--- src/rtl/axis_row_consumer_pkg.sv ---
// axis_consumer_pkg: state encoding and counter width helper shared by the row consumer
package axis_consumer_pkg;

    typedef enum logic {ST_IDLE, ST_RECEIVING} state_t;

    // Bits needed to hold the values 0..n
    function automatic int cnt_width(input int n);
        return $clog2(n + 1);
    endfunction

endpackage

--- src/rtl/axis_row_consumer_if.sv ---
// axis_row_consumer_if: AXI-Stream bus bundle
//   AXIS_TDATA  - stream data
//   AXIS_TVALID - source valid
//   AXIS_TLAST  - source end-of-row marker
//   AXIS_TREADY - sink ready
interface axis_row_consumer_if #(
    parameter int DATA_WIDTH = 512
);
    logic [DATA_WIDTH-1:0] AXIS_TDATA;
    logic                  AXIS_TVALID;
    logic                  AXIS_TLAST;
    logic                  AXIS_TREADY;

    modport master (output AXIS_TDATA, AXIS_TVALID, AXIS_TLAST, input AXIS_TREADY);
    modport slave  (input AXIS_TDATA, AXIS_TVALID, AXIS_TLAST, output AXIS_TREADY);
endinterface

--- src/rtl/axis_row_consumer_idle_timer.sv ---
// idle_timer: down-counter that flags source idleness during a partial row
//   clk, resetn - clock, synchronous active-low reset
//   reload      - restart the count at IDLE_TIMEOUT
//   enable      - count down one step this cycle
//   expired     - the enabled step reaches zero this cycle
module idle_timer
    import axis_consumer_pkg::*;
#(
    parameter int IDLE_TIMEOUT = 400000000
) (
    input  logic clk,
    input  logic resetn,
    input  logic reload,
    input  logic enable,
    output logic expired
);
    localparam int TW = cnt_width(IDLE_TIMEOUT);

    logic [TW-1:0] cnt;

    always_ff @(posedge clk) begin
        if (!resetn || reload)
            cnt <= TW'(IDLE_TIMEOUT);
        else if (enable && cnt != '0)
            cnt <= cnt - 1'b1;
    end

    // A reload in the same cycle always beats expiry
    assign expired = enable && !reload && cnt == TW'(1);

endmodule

--- src/rtl/axis_row_consumer.sv ---
// axis_row_consumer: AXI-Stream sink that frames beats into rows and monitors row/error rates
//   clk, resetn    - clock, synchronous active-low reset
//   axis           - AXI-Stream slave (TDATA is not stored)
//   pause          - receiver backpressure, drops TREADY one cycle later
//   row_complete   - strobe per completed row
//   partial_row    - strobe when a partial row is dropped on idle timeout
//   framing_error  - strobe on a TLAST mismatch
//   beat_count     - beats accepted in the current row
//   row_count      - completed rows, wrapping
//   error_count    - framing errors plus partial rows, saturating
module axis_row_consumer
    import axis_consumer_pkg::*;
#(
    parameter int DATA_WIDTH    = 512,
    parameter int BEATS_PER_ROW = 66,
    parameter int IDLE_TIMEOUT  = 400000000,
    parameter bit CHECK_TLAST   = 1'b1,
    parameter int COUNT_WIDTH   = 32
) (
    input  logic                                  clk,
    input  logic                                  resetn,
    axis_row_consumer_if.slave                    axis,
    input  logic                                  pause,
    output logic                                  row_complete,
    output logic                                  partial_row,
    output logic                                  framing_error,
    output logic [cnt_width(BEATS_PER_ROW)-1:0]   beat_count,
    output logic [COUNT_WIDTH-1:0]                row_count,
    output logic [COUNT_WIDTH-1:0]                error_count
);
    localparam int BW = cnt_width(BEATS_PER_ROW);

    state_t          state, state_nxt;
    logic            tready, hs, last_beat, early_last, late_miss, expired;
    logic            rc_nxt, pr_nxt, fe_nxt;
    logic [BW-1:0]   beat_nxt;

    assign axis.AXIS_TREADY = tready;
    assign hs         = axis.AXIS_TVALID && tready;
    assign last_beat  = beat_count == BW'(BEATS_PER_ROW - 1);
    assign early_last = CHECK_TLAST && axis.AXIS_TLAST && !last_beat;
    assign late_miss  = CHECK_TLAST && !axis.AXIS_TLAST && last_beat;

    // Stalls from our own pause are not source idleness, so the timer only runs while ready
    idle_timer #(.IDLE_TIMEOUT(IDLE_TIMEOUT)) u_timer (
        .clk     (clk),
        .resetn  (resetn),
        .reload  (hs),
        .enable  (state == ST_RECEIVING && tready && !hs),
        .expired (expired)
    );

    always_ff @(posedge clk) begin
        if (!resetn)
            state <= ST_IDLE;
        else
            state <= state_nxt;
    end

    always_comb begin
        state_nxt = state;
        if (hs)
            state_nxt = (last_beat || early_last) ? ST_IDLE : ST_RECEIVING;
        else if (expired)
            state_nxt = ST_IDLE;
    end

    always_comb begin
        rc_nxt   = hs && last_beat;
        fe_nxt   = hs && (early_last || late_miss);
        pr_nxt   = expired;
        beat_nxt = beat_count;
        if (hs)
            beat_nxt = (last_beat || early_last) ? '0 : beat_count + 1'b1;
        else if (expired)
            beat_nxt = '0;
    end

    always_ff @(posedge clk) begin
        if (!resetn) begin
            tready        <= 1'b0;
            row_complete  <= 1'b0;
            partial_row   <= 1'b0;
            framing_error <= 1'b0;
            beat_count    <= '0;
            row_count     <= '0;
            error_count   <= '0;
        end else begin
            tready        <= !pause;
            row_complete  <= rc_nxt;
            partial_row   <= pr_nxt;
            framing_error <= fe_nxt;
            beat_count    <= beat_nxt;
            row_count     <= row_count + COUNT_WIDTH'(rc_nxt);
            if ((fe_nxt || pr_nxt) && !(&error_count))
                error_count <= error_count + 1'b1;
        end
    end

endmodule

--- src/flat_wrapper.sv ---
// flat-port wrapper written by rule: the top's interface ports become plain ports
module axis_row_consumer_flat import axis_consumer_pkg::*;
#(
    parameter int DATA_WIDTH    = 512,
    parameter int BEATS_PER_ROW = 66,
    parameter int IDLE_TIMEOUT  = 400000000,
    parameter bit CHECK_TLAST   = 1'b1,
    parameter int COUNT_WIDTH   = 32
)
  (clk, resetn, pause, row_complete, partial_row, framing_error, beat_count, row_count, error_count, axis_AXIS_TDATA, axis_AXIS_TVALID, axis_AXIS_TLAST, axis_AXIS_TREADY);
  axis_row_consumer_if #(.DATA_WIDTH(DATA_WIDTH)) axis_i ();
  input  logic clk;
  input  logic resetn;
  input  logic pause;
  output logic row_complete;
  output logic partial_row;
  output logic framing_error;
  output logic [cnt_width(BEATS_PER_ROW)-1:0] beat_count;
  output logic [COUNT_WIDTH-1:0] row_count;
  output logic [COUNT_WIDTH-1:0] error_count;
  input wire logic [$bits(axis_i.AXIS_TDATA)-1:0] axis_AXIS_TDATA;
  input wire logic [$bits(axis_i.AXIS_TVALID)-1:0] axis_AXIS_TVALID;
  input wire logic [$bits(axis_i.AXIS_TLAST)-1:0] axis_AXIS_TLAST;
  output wire logic [$bits(axis_i.AXIS_TREADY)-1:0] axis_AXIS_TREADY;
  assign axis_i.AXIS_TDATA = axis_AXIS_TDATA;
  assign axis_i.AXIS_TVALID = axis_AXIS_TVALID;
  assign axis_i.AXIS_TLAST = axis_AXIS_TLAST;
  assign axis_AXIS_TREADY = axis_i.AXIS_TREADY;
  axis_row_consumer #(.DATA_WIDTH(DATA_WIDTH), .BEATS_PER_ROW(BEATS_PER_ROW), .IDLE_TIMEOUT(IDLE_TIMEOUT), .CHECK_TLAST(CHECK_TLAST), .COUNT_WIDTH(COUNT_WIDTH)) u_core (.clk(clk), .resetn(resetn), .axis(axis_i), .pause(pause), .row_complete(row_complete), .partial_row(partial_row), .framing_error(framing_error), .beat_count(beat_count), .row_count(row_count), .error_count(error_count));
endmodule
--- config.mk ---
export PLATFORM = sky130hd
export DESIGN_NAME = axis_row_consumer_flat
export DESIGN_NICKNAME = d
export VERILOG_FILES = /design/src/rtl/axis_row_consumer_pkg.sv /design/src/rtl/axis_row_consumer_if.sv /design/src/rtl/axis_row_consumer_idle_timer.sv /design/src/rtl/axis_row_consumer.sv /design/src/flat_wrapper.sv
export SDC_FILE = /design/constraint.sdc
export NUM_CORES = 1
export LEC_CHECK = 0
export CORE_AREA = 10 10 224 226
export CTS_BUF_LIST = sky130_fd_sc_hd__clkbuf_8
export DETAILED_ROUTE_END_ITERATION = 6
export DIE_AREA = 0 0 234 236
export PLACE_DENSITY = 0.45
export RECOVER_POWER = 25
export SETUP_SLACK_MARGIN = 0.02
export SLEW_MARGIN = 20
export SYNTH_ARGS = -nofsm -noshare
export SYNTH_HDL_FRONTEND = slang
export SYNTH_SLANG_ARGS = --single-unit
--- constraint.sdc ---
create_clock -name clk -period 5.8 [get_ports clk]
set_input_delay 0.58 -clock clk [delete_from_list [all_inputs] [get_ports clk]]
set_output_delay 0.58 -clock clk [all_outputs]
set_load 0.02 [all_outputs]
# After elaboration in Yosys (flattened, before gate mapping)
# Cells that the tools add are included.
dict set report totals {
  register_bits 105
  latchBits 0
  ram_bits 0
  rom_bits 0
  inputBits 517
  elab_cells 45
  mem_count 0
}
dict set report classes {
  add_sub_neg 4
  mul 0
  div_mod_pow 0
  magnitude_cmp 0
  eq_ne 2
  n_shift 0
  muxes 6
  bitwise_logic 0
  reduce_logical 24
}
# operator n
set op_table {}
lappend op_table {{32-bit by 1-bit adder with 32-bit output} 1}
lappend op_table {{32-bit by 1-bit adder with 32-bit output (second input constant)} 1}
lappend op_table {{32-bit AND reduction} 1}
lappend op_table {{29-bit by 1-bit equality test with 1-bit output (second input constant)} 1}
lappend op_table {{29-bit nonzero test} 1}
lappend op_table {{29-bit by 1-bit subtractor with 29-bit output (second input constant)} 1}
lappend op_table {{7-bit two-way mux} 3}
lappend op_table {{1-bit logical AND} 11}
lappend op_table {{7-bit by 1-bit adder with 7-bit output (second input constant)} 1}
lappend op_table {{7-bit equality test (second input constant)} 1}
lappend op_table {{1-bit logical NOT} 6}
lappend op_table {{1-bit logical OR} 4}
lappend op_table {{1-bit two-way mux} 3}
lappend op_table {{2-bit nonzero test} 1}

# Longest topological paths before layout
dict set report depth {
  ltp_word 7
  mapped_depth 12
  depth_no_buf 12
}

# Cells and area by module
# A second synthesis with hierarchy kept.
dict set report unflattened {
  hier_cells 612
  area_unflattened_um2 5144.9
}
# mod instances cells_per_inst area_each_um2 seq_area_each_um2
set by_module_without_submodules {}
lappend by_module_without_submodules {axis_row_consumer 1 432 3624.7 1521.5}
lappend by_module_without_submodules {idle_timer 1 180 1520.2 580.6}

# Least setup slack after synthesis
# No wires, ideal clock.
dict set report synth_path {
  path_kind {register to register}
  startpoint {register u_core.beat_count[0]}
  endpoint {register u_core.error_count[29]}
  setup_time_ns 0.071
  arrival_time_ns 2.738
  t_required_ns 5.729
  setup_slack_ns 2.992
  stages_incl_launch_ff 11
  path_buffers 1
  period_less_slack_ns 2.808
  cell_sequence {dfxtp_1 -> ha_1 -> nor4b_1 -> nand3b_1 -> ha_1 -> and3_1 -> a41oi_1 -> or4_1 -> clkbuf_1 -> or4_1 -> a21oi_1}
}
dict set report synth_between {
  elab_chain_cells 7
  word_cells_on_any_way 8
  cone_classes {eq/ne: 1; reduce/logical: 7}
}
# item line_no
set synth_rtl {}
lappend synth_rtl {{from (decl)} axis_row_consumer.sv:27} ;# output logic [cnt_width(BEATS_PER_ROW)-1:0] beat_count,
lappend synth_rtl {{from (signal assigned)} axis_row_consumer.sv:93} ;# beat_count <= beat_nxt;
lappend synth_rtl {{7-bit equality test (*)} axis_row_consumer.sv:40} ;# assign last_beat = beat_count == BW'(BEATS_PER_ROW - 1);
lappend synth_rtl {{1-bit logical NOT} axis_row_consumer.sv:41} ;# assign early_last = CHECK_TLAST && axis.AXIS_TLAST && !last_beat;
lappend synth_rtl {{1-bit logical AND} axis_row_consumer.sv:41}
lappend synth_rtl {{1-bit logical OR (*)} axis_row_consumer.sv:70} ;# fe_nxt = hs && (early_last || late_miss);
lappend synth_rtl {{1-bit logical AND (*)} axis_row_consumer.sv:70}
lappend synth_rtl {{1-bit logical OR (*)} axis_row_consumer.sv:95} ;# if ((fe_nxt || pr_nxt) && !(&error_count))
lappend synth_rtl {{1-bit logical AND (*)} axis_row_consumer.sv:95}
lappend synth_rtl {{to (signal assigned)} axis_row_consumer.sv:96} ;# error_count <= error_count + 1'b1;
lappend synth_rtl {{to (decl)} axis_row_consumer.sv:29} ;# output logic [COUNT_WIDTH-1:0] error_count
# Every way passes the cells marked *; elsewhere a longest branch is shown, timed or not.
# A chain may end at the register's enable or synchronous reset.

# Worst setup path after layout
dict set report layout_path {
  startpoint {input resetn}
  endpoint {register u_core.u_timer.cnt[16]}
}
dict set report layout_between {
  elab_chain_cells 2
}
# item line_no
set layout_rtl {}
lappend layout_rtl {{from (decl)} flat_wrapper.sv:13} ;# input logic resetn;
lappend layout_rtl {{1-bit logical NOT} axis_row_consumer_idle_timer.sv:22} ;# if (!resetn || reload)
lappend layout_rtl {{1-bit logical OR} axis_row_consumer_idle_timer.sv:22}
lappend layout_rtl {{to (signal assigned)} axis_row_consumer_idle_timer.sv:23} ;# cnt <= TW'(IDLE_TIMEOUT);
lappend layout_rtl {{to (signal assigned)} axis_row_consumer_idle_timer.sv:25} ;# cnt <= cnt - 1'b1;
lappend layout_rtl {{to (decl)} axis_row_consumer_idle_timer.sv:19} ;# logic [TW-1:0] cnt;
# No other way between the ends.

==> metrics.md <==
| Metric | Value |
|---|---|
| Area of the multi-input gates | between 2000 and 3000 µm² |
| Net Sw Frac | 0.255 |
| Pins over their slew limit | roughly 60 |
| Clock Tree Buf Depth | 2 |
| Die width | 234 µm |
| Syn Inst Count | between 500 and 600 |
| Slew HR | -1.09 |
| RSZ-0062 raised after global routing | false |
| Synth top area cells | dfxtp_1, xnor2_1, nor2_1 |
| CTS tree | built |
| Largest net degree at the start of global routing | 61 |
| Largest stage delay, worst path | between 2 and 2.5 ns |
| Grt ovf | 0 |
| Netlist cell types | 42 |
| Fin crit period | roughly 4.2 ns |
| Core area | ~46000 µm² |
| Worst Path Max Fanout | 60 |
| Rows | slightly below 80 |
| Async S/R FF share, synth | 0 |
| Vias post-DR | approximately 4.2k |
| First-pass GRT wire length | 23600 µm |
| Setup WS post-layout | between 1.5 and 2 ns |
| Max VDD drop | 0.0874 mV |
| Placer Congestion | about 0.76 |
| Max Clock Skew | between 0.02 and 0.025 ns |
| Mapped cell area | between 4000 and 5000 µm² |
| Startpoint Class | primary input |
| WL final | roughly 15000 µm |
| Via density | about 3.3 |
| Clock sink total | 105 |
| Setup TNS | 0 ns |
| All-Layer GR Usage | 0.0536 |
| Required @ worst endpoint | 6.10 ns |
| Family with the most delay on the worst path | buffers and inverters |
| Post-CTS Setup Bufs | 0 |
| Worst skew pair latency | 0.39 ns |
| Internal power | a little under 900 µW |
| Most common cell after layout, fill and taps aside | dfxtp_1 |
| P_leak | 0.00207 µW |
| CP bufs+invs | 4 |
| CTS root buf | clkbuf_8 |
| DP Wirelength | 11200 µm |
| H-tree Lvls | 3 |
| Syn_nets | between 1k and 1.5k |
| Clk network pwr share | 0.363 |
| Worst slack at placement | 2.04 ns |
| Die area | 55200 µm² |
| Clk slew on worst S/H paths | roughly 0.090 ns |
| Die Y | between 200 and 250 µm |
| Most frequent cells in the layout | dfxtp_1, nor2_1, nand2_1 |
| Post-synth top area share | 0.437 |
| CTS buffer count | 9 |
| Syn_area_per_cell | about 8.5 µm² |
| Initial antenna violation count | 0 |
| Setup CP Type | in -> reg |
| Outcome | finished with violations |
| Sequential cell fraction of total power | 0.608 |
| First-pass DRT Iterations | 4 |
| Final Hold Vio Count | 0 |
| Number of synthesized register bits | approximately 110 |
| Max frequency | approximately 240 MHz |
| CP Capture Type | flop |
| Number of synthesis warnings | 0 |
| Largest area contributor in the netlist | dfxtp_1 |
| Post-synth top flop | dfxtp_1 |
| Register area | 2100 µm² |
| Initial Util | 0.105 |
| CP Cell Sequence | clkdlybuf4s50_1 > buf_4 > clkinv_1 > clkbuf_1 > a21oi_1 > nand3_1 |
| Layout area overhead | 35.0% |
| Period utilisation layout | 0.729 |
| Fillers | roughly 5.3k |
| CTS hold repair buffers | 0 |
| Antenna Nets Post-Route | 0 |
| Register area share after synthesis | 0.437 |
| Wire per inst | around 12 µm |
| Remaining DRCs | 0 |
| PD cells | 184 nW/µm² |
| Hold Path Class | reg -> reg |
| Failing checks | capacitance limit, slew limit |
| Input/output buffers | 79 |
| 1st-iter DRT viols | between 150 and 200 |
| Comb pwr share | 0.030 |
| Max cap viols | 1 |
| Ports | roughly 590 |
| Worst Max-Slew Pin Slew | 3.13 ns |
| Net switching power | 305 µW |
| Vias in the first global route | roughly 4.1k |
| Layout cell share with drive strength beyond 1 | 0.0420 |
| Critical-path top delay cell | clkbuf_1 |
| Final #Nets | 1164 |
| CTS resizes | 0 |
| Count of flip-flops with a built-in enable after synthesis | 0 |
| Final setup fails | 0 |
| Critical Path AT | roughly 4.5 ns |
power groups by stage:
stage	registers (µW)	logic, µW	clock network (µW)
after global routing	726	39.4	488
after global placement	742	36.5	0
after CTS	725	36.7	460
final	725	35.6	433
after floorplan	741	20.9	0
after detailed placement	742	36.6	0
sequential cells by signal, summed over array words and instances, names as in the netlist:
| signal | count |
|---|---|
| u_core.framing_error | 1 |
| u_core.error_count | 32 |
| u_core.row_complete | 1 |
| u_core.axis.AXIS_TREADY | 1 |
| u_core.partial_row | 1 |
| u_core.row_count | 32 |
| u_core.state | 1 |
| u_core.beat_count | 7 |
| u_core.u_timer.cnt | 29 |
cell usage after synthesis (2+ instances only):
master / instances
nor4_1: 19
mux2i_1: 3
and4_1: 11
nor3b_1: 3
ha_1: 8
or2_2: 3
nand4_1: 13
nor3_1: 18
xor2_1: 28
and3_1: 9
dfxtp_1: 105
and2_1: 18
or4_1: 5
nor2_1: 80
xnor2_1: 44
a31oi_1: 4
nand3b_1: 5
a21oi_1: 20
clkbuf_1: 18
nand2_1: 51
nor4b_1: 3
nand3_1: 36
or3_1: 14
o31ai_1: 5
inv_1: 6
nand2b_1: 3
o21ai_0: 16
buf_1: 2
cell families (layout without fill, tap and decap cells):
logic type | Yosys count | count (layout) | share of synthesized area
fa+ha+maj | 8 | 8 | 0.0208
compound gates | 52 | 52 | 0.0627
other cells | 0 | 1 | 0
flops | 105 | 105 | 0.437
buf+inv | 27 | 106 | 0.0211
simple gates | 297 | 297 | 0.321
mux | 3 | 3 | 0.00625
xor+xnor | 72 | 72 | 0.131
worst min-delay path, delay by kind of cell (launching register included):
kind            cells  cell delay [ns]
flops               1             0.32
compound gates      1             0.06
simple gates        1             0.05
metrics by stage:
stage	power (µW)	std cells	hold slack, ns	instance area, µm²	util
final	1190	1251	0.461	6490	0.142
after CTS	1220	1250	0.461	6500	0.142
after global routing	1250	1250	0.501	6490	0.141
after global placement	778	1235	0.448	6330	0.138
after detailed placement	778	1235	0.446	6330	0.138
after floorplan	762	564	0.430	4810	-
layout make-up:
cell class / count / area share
Multi-Input combinational cell: 432 / 0.402
Sequential cell: 105 / 0.324
Inverter: 7 / 0.00405
Tap cell: 607 / 0.117
Timing Repair Buffer: 84 / 0.127
Antenna cell: 1 / 0.000386
Clock buffer: 9 / 0.0191
Clock inverter: 6 / 0.00655
final timing paths:
path | to | start | cells past startpoint | slack (ns)
setup / recovery | u_core.u_timer.cnt[16] | resetn | 6 | 1.57
hold / removal | u_core.u_timer.cnt[28] | u_core.u_timer.cnt[28] | 2 | 0.46
setup reg to reg | u_core.error_count[29] | u_core.u_timer.cnt[22] | 7 | 2.05
hold reg to reg | u_core.u_timer.cnt[28] | u_core.u_timer.cnt[28] | 2 | 0.46
metal layers:
layer	up-vias	track usage	routed length (µm)
li1	2110	-	-
met1	1991	0.0682	7050
met2	67	0.0848	6970
met3	12	0.0185	743
met4	0	0.0125	133
met5	-	0	0
Power figures use the tool's default switching activity.
